--- src/rtl/mem_arb_pkg.sv ---
// Shared types for the I/D memory port arbiter: request record, FSM states, port ids.
package mem_arb_pkg;

  typedef struct packed {
    logic [31:0] addr;
    logic [3:0]  rmask;
    logic [3:0]  wmask;
    logic [31:0] wdata;
  } mem_req_t;

  typedef enum logic [1:0] {IDLE, ISSUE, WAIT} arb_state_t;

  typedef enum logic {PORT_I, PORT_D} port_id_t;

endpackage

--- src/rtl/mem_arb_slot.sv ---
// One-entry request holding register for a requester port, with protocol-error detection.
module mem_arb_slot
  import mem_arb_pkg::*;
(
  input  logic     clk,
  input  logic     rst,
  input  mem_req_t req_in,
  input  logic     clear,
  output logic     valid,
  output mem_req_t req,
  output logic     err
);

  logic     valid_q, valid_d;
  mem_req_t req_q, req_d;
  logic     new_req, bad, load;

  // A slot completing on this edge counts as free, so back-to-back requests are accepted.
  always_comb begin
    new_req = (req_in.rmask != 4'h0) || (req_in.wmask != 4'h0);
    bad     = (valid_q && !clear)
           || ((req_in.rmask != 4'h0) && (req_in.wmask != 4'h0))
           || (req_in.addr[1:0] != 2'b00);
    load    = new_req && !bad;
    err     = new_req && bad;
    valid_d = load ? 1'b1 : (clear ? 1'b0 : valid_q);
    req_d   = load ? req_in : req_q;
  end

  always_ff @(posedge clk or posedge rst) begin
    if (rst) begin
      valid_q <= 1'b0;
      req_q   <= '0;
    end else begin
      valid_q <= valid_d;
      req_q   <= req_d;
    end
  end

  assign valid = valid_q;
  assign req   = req_q;

endmodule

--- src/rtl/mem_port_arbiter.sv ---
// Round-robin arbiter sharing one single-port memory between I and D requesters,
// one transaction in flight, with a WAIT timeout and a sticky protocol-error flag.
module mem_port_arbiter
  import mem_arb_pkg::*;
#(
  parameter int TIMEOUT_CYCLES = 1024
) (
  input  logic        clk,
  input  logic        rst,
  input  logic [31:0] i_addr,
  input  logic [3:0]  i_rmask,
  output logic [31:0] i_rdata,
  output logic        i_resp,
  input  logic [31:0] d_addr,
  input  logic [3:0]  d_rmask,
  input  logic [3:0]  d_wmask,
  input  logic [31:0] d_wdata,
  output logic [31:0] d_rdata,
  output logic        d_resp,
  output logic [31:0] mem_addr,
  output logic [3:0]  mem_rmask,
  output logic [3:0]  mem_wmask,
  output logic [31:0] mem_wdata,
  input  logic [31:0] mem_rdata,
  input  logic        mem_resp,
  output logic        error
);

  localparam int TW = (TIMEOUT_CYCLES > 2) ? $clog2(TIMEOUT_CYCLES) : 1;

  mem_req_t i_in, d_in, i_req, d_req, sel;
  logic     i_vld, d_vld, i_err, d_err, i_clr, d_clr;

  assign i_in = '{addr: i_addr, rmask: i_rmask, wmask: 4'h0, wdata: 32'h0};
  assign d_in = '{addr: d_addr, rmask: d_rmask, wmask: d_wmask, wdata: d_wdata};

  mem_arb_slot u_slot_i (.clk(clk), .rst(rst), .req_in(i_in), .clear(i_clr),
                         .valid(i_vld), .req(i_req), .err(i_err));
  mem_arb_slot u_slot_d (.clk(clk), .rst(rst), .req_in(d_in), .clear(d_clr),
                         .valid(d_vld), .req(d_req), .err(d_err));

  arb_state_t    state_q, state_d;
  port_id_t      gnt_q, gnt_d, last_q, last_d, pick;
  logic [TW-1:0] timer_q, timer_d;
  logic [31:0]   mem_addr_q, mem_addr_d, mem_wdata_q, mem_wdata_d;
  logic [3:0]    mem_rmask_q, mem_rmask_d, mem_wmask_q, mem_wmask_d;
  logic [31:0]   i_rdata_q, i_rdata_d, d_rdata_q, d_rdata_d;
  logic          i_resp_q, i_resp_d, d_resp_q, d_resp_d, error_q, error_d;
  logic          done, g_is_read;

  always_comb begin
    state_d     = state_q;
    gnt_d       = gnt_q;
    last_d      = last_q;
    timer_d     = timer_q;
    mem_addr_d  = mem_addr_q;
    mem_rmask_d = mem_rmask_q;
    mem_wmask_d = mem_wmask_q;
    mem_wdata_d = mem_wdata_q;
    i_rdata_d   = i_rdata_q;
    d_rdata_d   = d_rdata_q;
    i_resp_d    = 1'b0;
    d_resp_d    = 1'b0;
    error_d     = error_q | i_err | d_err;
    done        = 1'b0;
    pick        = PORT_I;
    sel         = i_req;
    g_is_read   = (gnt_q == PORT_I) ? 1'b1 : (d_req.rmask != 4'h0);

    case (state_q)
      IDLE: begin
        if (mem_resp) error_d = 1'b1;
        if (i_vld || d_vld) begin
          if (i_vld && d_vld) pick = (last_q == PORT_I) ? PORT_D : PORT_I;
          else                pick = i_vld ? PORT_I : PORT_D;
          sel         = (pick == PORT_I) ? i_req : d_req;
          gnt_d       = pick;
          mem_addr_d  = sel.addr;
          mem_rmask_d = sel.rmask;
          mem_wmask_d = sel.wmask;
          mem_wdata_d = sel.wdata;
          state_d     = ISSUE;
        end
      end
      ISSUE: begin
        mem_rmask_d = 4'h0;
        mem_wmask_d = 4'h0;
        timer_d     = '0;
        state_d     = WAIT;
      end
      WAIT: begin
        if (mem_resp) begin
          done = 1'b1;
          if (g_is_read) begin
            if (gnt_q == PORT_I) i_rdata_d = mem_rdata;
            else                 d_rdata_d = mem_rdata;
          end
        end else if (timer_q == TW'(TIMEOUT_CYCLES - 1)) begin
          done    = 1'b1;
          error_d = 1'b1;
          if (gnt_q == PORT_I) i_rdata_d = 32'h0;
          else                 d_rdata_d = 32'h0;
        end else begin
          timer_d = timer_q + TW'(1);
        end
      end
      default: state_d = IDLE;
    endcase

    if (done) begin
      i_resp_d = (gnt_q == PORT_I);
      d_resp_d = (gnt_q == PORT_D);
      last_d   = gnt_q;
      state_d  = IDLE;
    end
  end

  assign i_clr = i_resp_d;
  assign d_clr = d_resp_d;

  always_ff @(posedge clk or posedge rst) begin
    if (rst) begin
      state_q     <= IDLE;
      gnt_q       <= PORT_I;
      last_q      <= PORT_D;
      timer_q     <= '0;
      mem_addr_q  <= '0;
      mem_rmask_q <= '0;
      mem_wmask_q <= '0;
      mem_wdata_q <= '0;
      i_rdata_q   <= '0;
      d_rdata_q   <= '0;
      i_resp_q    <= 1'b0;
      d_resp_q    <= 1'b0;
      error_q     <= 1'b0;
    end else begin
      state_q     <= state_d;
      gnt_q       <= gnt_d;
      last_q      <= last_d;
      timer_q     <= timer_d;
      mem_addr_q  <= mem_addr_d;
      mem_rmask_q <= mem_rmask_d;
      mem_wmask_q <= mem_wmask_d;
      mem_wdata_q <= mem_wdata_d;
      i_rdata_q   <= i_rdata_d;
      d_rdata_q   <= d_rdata_d;
      i_resp_q    <= i_resp_d;
      d_resp_q    <= d_resp_d;
      error_q     <= error_d;
    end
  end

  assign i_rdata   = i_rdata_q;
  assign i_resp    = i_resp_q;
  assign d_rdata   = d_rdata_q;
  assign d_resp    = d_resp_q;
  assign mem_addr  = mem_addr_q;
  assign mem_rmask = mem_rmask_q;
  assign mem_wmask = mem_wmask_q;
  assign mem_wdata = mem_wdata_q;
  assign error     = error_q;

endmodule

--- config.mk ---
export PLATFORM = sky130hd
export DESIGN_NAME = mem_port_arbiter
export DESIGN_NICKNAME = d
export VERILOG_FILES = /design/src/rtl/mem_arb_pkg.sv /design/src/rtl/mem_arb_slot.sv /design/src/rtl/mem_port_arbiter.sv
export SDC_FILE = /design/constraint.sdc
export NUM_CORES = 1
export LEC_CHECK = 0
export ABC_AREA = 1
export ABC_CLOCK_PERIOD_IN_PS = 10640
export BUFFER_PORTS_ARGS = -buffer_cell sky130_fd_sc_hd__buf_2
export CORE_MARGIN = 10
export CORE_UTILIZATION = 35
export CTS_BUF_LIST = sky130_fd_sc_hd__clkbuf_4
export CTS_CLUSTER_SIZE = 24
export DETAILED_ROUTE_END_ITERATION = 16
export GPL_ROUTABILITY_DRIVEN = 0
export HOLD_SLACK_MARGIN = 0.08
export PLACE_DENSITY_LB_ADDON = 0.25
export SLEW_MARGIN = 20
export SYNTH_ARGS = -nofsm -noshare
export SYNTH_HDL_FRONTEND = slang
export SYNTH_SLANG_ARGS = --single-unit
--- constraint.sdc ---
create_clock -name clk -period 10.64 [get_ports clk]
set_clock_uncertainty 0.15 [all_clocks]
set_input_delay 0.532 -clock clk [delete_from_list [all_inputs] [get_ports clk]]
set_output_delay 0.532 -clock clk [all_outputs]
set_load 0.005 [all_outputs]
Yosys cells after proc, flatten, opt, wreduce, memory -nomap -nowiden
Cells that the tools add are included.
{"block": "word_totals", "output_inout_bits": 139, "inputBits": 143, "wordCells": 109, "regBits": 263}
{"block": "classes", "eq_ne": 9, "mux": 40, "n_reduce_logical": 35, "addsub": 1, "n_bitwise": 3}
{"op": "two-way mux 32 bit", "count": 10}
{"op": "two-way mux 72 bit", "count": 1}
{"op": "two-way mux 10 bit", "count": 2}
{"op": "one-hot mux 10 bit (2 select lines)", "count": 1}
{"op": "two-way mux 1 bit", "count": 18}
{"op": "one-hot mux 4 bit (2 select lines)", "count": 2}
{"op": "nonzero test 4 bit", "count": 4}
{"op": "nonzero test 2 bit", "count": 7}
{"op": "adder 10 x 1 -> 10 bit (second input constant)", "count": 1}
{"op": "equality test 10 bit (second input constant)", "count": 1}
{"op": "logical AND 1 bit", "count": 8}
{"op": "two-way mux 4 bit", "count": 2}
{"op": "inequality test 2 bit (second input constant)", "count": 4}
{"op": "AND reduction 4 bit", "count": 2}
{"op": "one-hot mux 2 bit (3 select lines)", "count": 1}
{"op": "AND reduction 2 bit", "count": 3}
{"op": "logical OR 1 bit", "count": 5}
{"op": "logical NOT 1 bit", "count": 4}
{"op": "two-way mux 2 bit", "count": 2}
{"op": "inequality test 3 bit (second input constant)", "count": 1}
{"op": "AND reduction 3 bit", "count": 1}
{"op": "equality test 2 x 1 -> 1 bit (second input constant)", "count": 1}
{"op": "equality test 2 bit (second input constant)", "count": 1}
{"op": "logical NOT 2 bit", "count": 1}
{"op": "4 further kinds", "count": 5}

Logic depth before layout (Yosys ltp)
{"block": "logic_depth", "depth_word": 14, "mapped_depth": 11, "depth_no_buf": 10}

Hierarchy
Synthesis repeated with hierarchy kept, for this count alone.
{"block": "unflattened", "cells_unflattened": 1517, "hier_area_um2": 13207.7}
{"module": "mem_port_arbiter", "cells_per_inst": 833, "area_per_inst_um2": 7099.3, "seq_area_each_um2": 3829.9, "instances": 1}
{"module": "mem_arb_slot", "cells_per_inst": 342, "area_per_inst_um2": 3054.2, "seq_area_each_um2": 1826.8, "instances": 2}

Least setup slack after synthesis
No wires, ideal clock.
{"block": "synth_timing", "path_type": "input port to flip-flop", "from": "input mem_resp", "to": "register u_slot_d.req_q (netlist bit u_slot_d.req[36])", "n_path_buf": 2, "stages": 9, "t_arrival_ns": 1.560, "required_time_ns": 10.373, "setup_ns": 0.117, "path_slack_ns": 8.812, "path_cell_list": "clkbuf_1 inv_1 nand2_2 nand3_2 nand2_4 nand3_4 buf_6 nand2_1 nand2_1"}
{"block": "synth_between", "elab_chain_len": 9}
{"item": "start, declared", "line_no": "mem_port_arbiter.sv:25", "source": "input logic mem_resp,"}
{"item": "two-way mux 1 bit", "line_no": "mem_port_arbiter.sv:92", "source": "if (mem_resp) begin"}
{"item": "two-way mux 1 bit", "line_no": "mem_port_arbiter.sv:70", "source": "case (state_q)"}
{"item": "two-way mux 1 bit", "line_no": "mem_port_arbiter.sv:110", "source": "if (done) begin"}
{"item": "logical NOT 1 bit", "line_no": "mem_arb_slot.sv:21", "source": "bad = (valid_q && !clear)"}
{"item": "logical AND 1 bit", "line_no": "mem_arb_slot.sv:21"}
{"item": "logical OR 1 bit", "line_no": "mem_arb_slot.sv:22", "source": "|| ((req_in.rmask != 4'h0) && (req_in.wmask != 4'h0))"}
{"item": "logical OR 1 bit", "line_no": "mem_arb_slot.sv:23", "source": "|| (req_in.addr[1:0] != 2'b00);"}
{"item": "logical NOT 1 bit", "line_no": "mem_arb_slot.sv:24", "source": "load = new_req && !bad;"}
{"item": "logical AND 1 bit", "line_no": "mem_arb_slot.sv:24"}
{"item": "end signal, assigned", "line_no": "mem_arb_slot.sv:36", "source": "req_q <= req_d;"}
{"item": "end, declared", "line_no": "mem_arb_slot.sv:15", "source": "mem_req_t req_q, req_d;"}
Every way passes these cells.
A chain may end at the register's enable or synchronous reset.

Worst setup path in the final report
{"block": "layout_timing", "from": "register timer_q[0]", "to": "register u_slot_d.req_q (netlist bit u_slot_d.req[51])"}
{"block": "layout_between", "elab_chain_len": 11}
{"item": "start, declared", "line_no": "mem_port_arbiter.sv:44", "source": "logic [TW-1:0] timer_q, timer_d;"}
{"item": "start signal, assigned", "line_no": "mem_port_arbiter.sv:140", "source": "timer_q <= timer_d;"}
{"item": "equality test 10 bit", "line_no": "mem_port_arbiter.sv:98", "source": "end else if (timer_q == TW'(TIMEOUT_CYCLES - 1)) begin"}
{"item": "two-way mux 1 bit", "line_no": "mem_port_arbiter.sv:98"}
{"item": "two-way mux 1 bit", "line_no": "mem_port_arbiter.sv:92"}
{"item": "two-way mux 1 bit", "line_no": "mem_port_arbiter.sv:70"}
{"item": "two-way mux 1 bit", "line_no": "mem_port_arbiter.sv:110"}
{"item": "logical NOT 1 bit", "line_no": "mem_arb_slot.sv:21"}
{"item": "logical AND 1 bit", "line_no": "mem_arb_slot.sv:21"}
{"item": "logical OR 1 bit", "line_no": "mem_arb_slot.sv:22"}
{"item": "logical OR 1 bit", "line_no": "mem_arb_slot.sv:23"}
{"item": "logical NOT 1 bit", "line_no": "mem_arb_slot.sv:24"}
{"item": "logical AND 1 bit", "line_no": "mem_arb_slot.sv:24"}
Every way passes these cells.

==> flow_summary.json <==
{
  "ir_worst_vdd_mv": 0.174,
  "postCtsResizedCells": 0,
  "ff2ff_path_depth": 10,
  "io_pins": 282,
  "synth_top_area_share_pct": 60.8,
  "die_area_um2": 38200,
  "cts_tree": "yes",
  "avgSynthCellArea_um2": 9.11,
  "setup_violations": 0,
  "r2r_end": "u_slot_d.req[51]",
  "path_class": "reg -> reg",
  "clock_latency_ns": 0.66,
  "timing.rr.start": "timer_q[0]",
  "die_h_um": 195,
  "crit_path_start_kind": "register",
  "yosys.cell_types.count": 30,
  "stdcell_area_um2": 14700,
  "cts_buffer_depth": 3,
  "crit_required_ns": 10.99,
  "arrival_ns": 3.89,
  "routed_wirelength_mm": 36.2,
  "layout.nets": 1748,
  "fillCellCount": 2922,
  "dp_hpwl_mm": 21.7,
  "clk_pin_slew_ns": 0.06,
  "grt_pass1_wl_mm": 58.2,
  "multi_input_area_um2": 3730,
  "crit_family": "simple AND/OR/NAND/NOR gates",
  "num_rows": 64,
  "post-route-min-period_ns": 3.53,
  "cpPeakStageDelay_ns": 1.01,
  "critPathCaptureType": "register",
  "ys_seq_area_share_pct": 61.1,
  "holdPathStages": 4,
  "yosys_warnings": 0,
  "synth_area_leaders": "dfrtp_1, nand2_1, nand4_1",
  "period_share_pct": 33.2,
  "slew_viol_final": 0,
  "grt_setup_unrepaired": "no",
  "tns_ns": 0,
  "status": "finished, final reports clean",
  "cts_setup_buffers": 0,
  "cts_sinks": 263,
  "ff_latch_area_um2": 6580,
  "synth_area_leader_cell": "dfrtp_1",
  "cts_hold_buf": 137,
  "htreeDepth": 3,
  "ys_async_sr_fraction_pct": 100,
  "ctsRootBufferMaster": "clkbuf_4",
  "fp.dieW_um": 195,
  "io_buffers": 281,
  "worst_slew_pin_slew_ns": 1.05,
  "drt-vias-per-instance": 4.90,
  "placed_area_um2": 12400,
  "cp.buffers_inverters": 0,
  "wire_per_inst_um": 17.6,
  "drtAntennaViolNets": 0,
  "drt-initial-drc-count": 661,
  "crit_path_start": "timer_q[0]",
  "max_slew_margin_pct": 30.0,
  "hold_path_class": "in -> reg",
  "drive_above_1_share_pct": 26.0,
  "area_growth_pct": 36.4,
  "netlist_instances": 1183,
  "synth_common_cells": "nand2_1, dfrtp_1, nand4_1",
  "cts_buffers": 74,
  "hold_start": "i_addr[0]",
  "vias": 10000,
  "p_leak_nw": 7.58,
  "grt_pass1_vias": 10300,
  "synth.cell_area_um2": 10800,
  "fmax_mhz": 283,
  "overflow": 0,
  "worst-r2r-setup-slack_ns": 7.11,
  "dr.pass1.iters": 5,
  "coreArea_um2": 30500,
  "drc": 0,
  "p_per_area_nw_per_um2": 268,
  "hold_end": "u_slot_i.req[38]",
  "grt_max_degree": 110,
  "initial_utilization_pct": 35.3,
  "synth_edf_count": 0,
  "crit_fanout": 73,
  "synth_most_common_cell": "nand2_1",
  "finalHoldViolations": 0,
  "cp_slowest_cell": "nand3_4",
  "synth_ff_type": "dfrtp_1",
  "grt_usage_pct": 18.6,
  "crit_chain": "ha_1, nand3_1, nor2_1, nand2_2, nand2_2, nand3_2, nand2_4, nand3_4, nand2_1, nand2_1",
  "drv_cap": 0,
  "antenna_found_initial": 5,
  "syn_nets": 1327,
  "ys_ff_latch": 263
}
-- where the power goes --
group / internal (mW) / switching [mW]
sequential: 1.43 / 0.248
combinational: 0.491 / 0.835
clock: 0.510 / 0.424
-- routing by layer --
| metal | vias up | global-route usage (%) | part of all wire (%) |
|---|---|---|---|
| li1 | 4821 | - | - |
| met5 | - | 0 | 0 |
| met3 | 66 | 4.49 | 6.8 |
| met1 | 4806 | 24.3 | 44 |
| met4 | 0 | 7.24 | 2.4 |
| met2 | 355 | 29.0 | 47 |
-- tightest hold or removal path: stages --
cell,delay [ns]
buf_2,0.10
nor2_4,0.17
nand3_1,0.14
nand2_1,0.05
-- per-stage QoR --
step           utilization [%]  power (mW)  cells  hold slack (ns)  setup slack (ns)
3_3_place_gp              40.5        2.97   1786            0.301              6.75
5_1_grt                   48.2        4.27   2050            0.202              6.68
4_1_cts                   48.1        4.00   2044            0.148              7.04
6_report                  48.2        3.94   2050            0.237              7.11
3_5_place_dp              40.5        3.00   1786            0.303              6.67
2_1_floorplan                -        2.42   1183            0.286              2.72
-- area by class of cell --
class	instances	share of cell area, %
multi-input combinational	816	25.4
sequential	263	44.8
clock buffer	108	5.51
timing repair buffer	428	19.5
inverter	21	0.587
tap	396	3.37
antenna	5	0.0851
clock inverter	13	0.783
-- registers in the layout, indices dropped and copies added (netlist names) --
name	flops
d_rdata	32
d_resp	1
error	1
gnt_q	1
i_rdata	32
i_resp	1
last_q	1
mem_addr	32
mem_rmask	4
mem_wdata	32
mem_wmask	4
state_q	2
timer_q	10
u_slot_d.req	72
u_slot_d.valid	1
u_slot_i.req	36
u_slot_i.valid	1
-- cell usage in the layout (no fill, tap or decap), drive strengths merged --
cell type / synthesis / routed
a21oi: 72 / 72
clkinv: 0 / 8
dfstp: 1 / 1
diode: 0 / 5
o31ai: 1 / 1
nand4: 105 / 105
xnor2: 1 / 1
buf: 38 / 291
nand2: 439 / 439
o22ai: 1 / 1
clkbuf: 45 / 108
dlygate4sd3: 0 / 137
o21ai: 111 / 111
nand3: 23 / 23
xor2: 1 / 1
nor2: 57 / 57
nand3b: 1 / 1
clkinvlp: 0 / 2
o221ai: 1 / 1
a22o: 1 / 1
ha: 1 / 1
inv: 21 / 22
or2: 1 / 1
bufinv: 0 / 2
dfrtp: 262 / 262
-- kinds of logic (layout without fill, tap and decap cells) --
| family | after synthesis | count (layout) | synth area share, % |
|---|---|---|---|
| simple gates | 626 | 626 | 25.2 |
| flops | 263 | 263 | 61.1 |
| compound gates | 187 | 187 | 8.82 |
| buf+inv | 104 | 570 | 4.60 |
| xor+xnor | 2 | 2 | 0.163 |
| fa+ha+maj | 1 | 1 | 0.116 |
| other cells | 0 | 5 | 0 |
-- worst max path at each step --
stage,end,slack (ns),depth (start not counted)
after floorplan,d_rdata[0],2.72,1
after global placement,u_slot_d.req[41],6.75,8
final,u_slot_d.req[51],7.11,10
after CTS,u_slot_d.req[51],7.04,10
after global routing,u_slot_d.req[17],6.68,10
after detailed placement,u_slot_d.req[51],6.67,8
(Power assumes the default switching activity.)
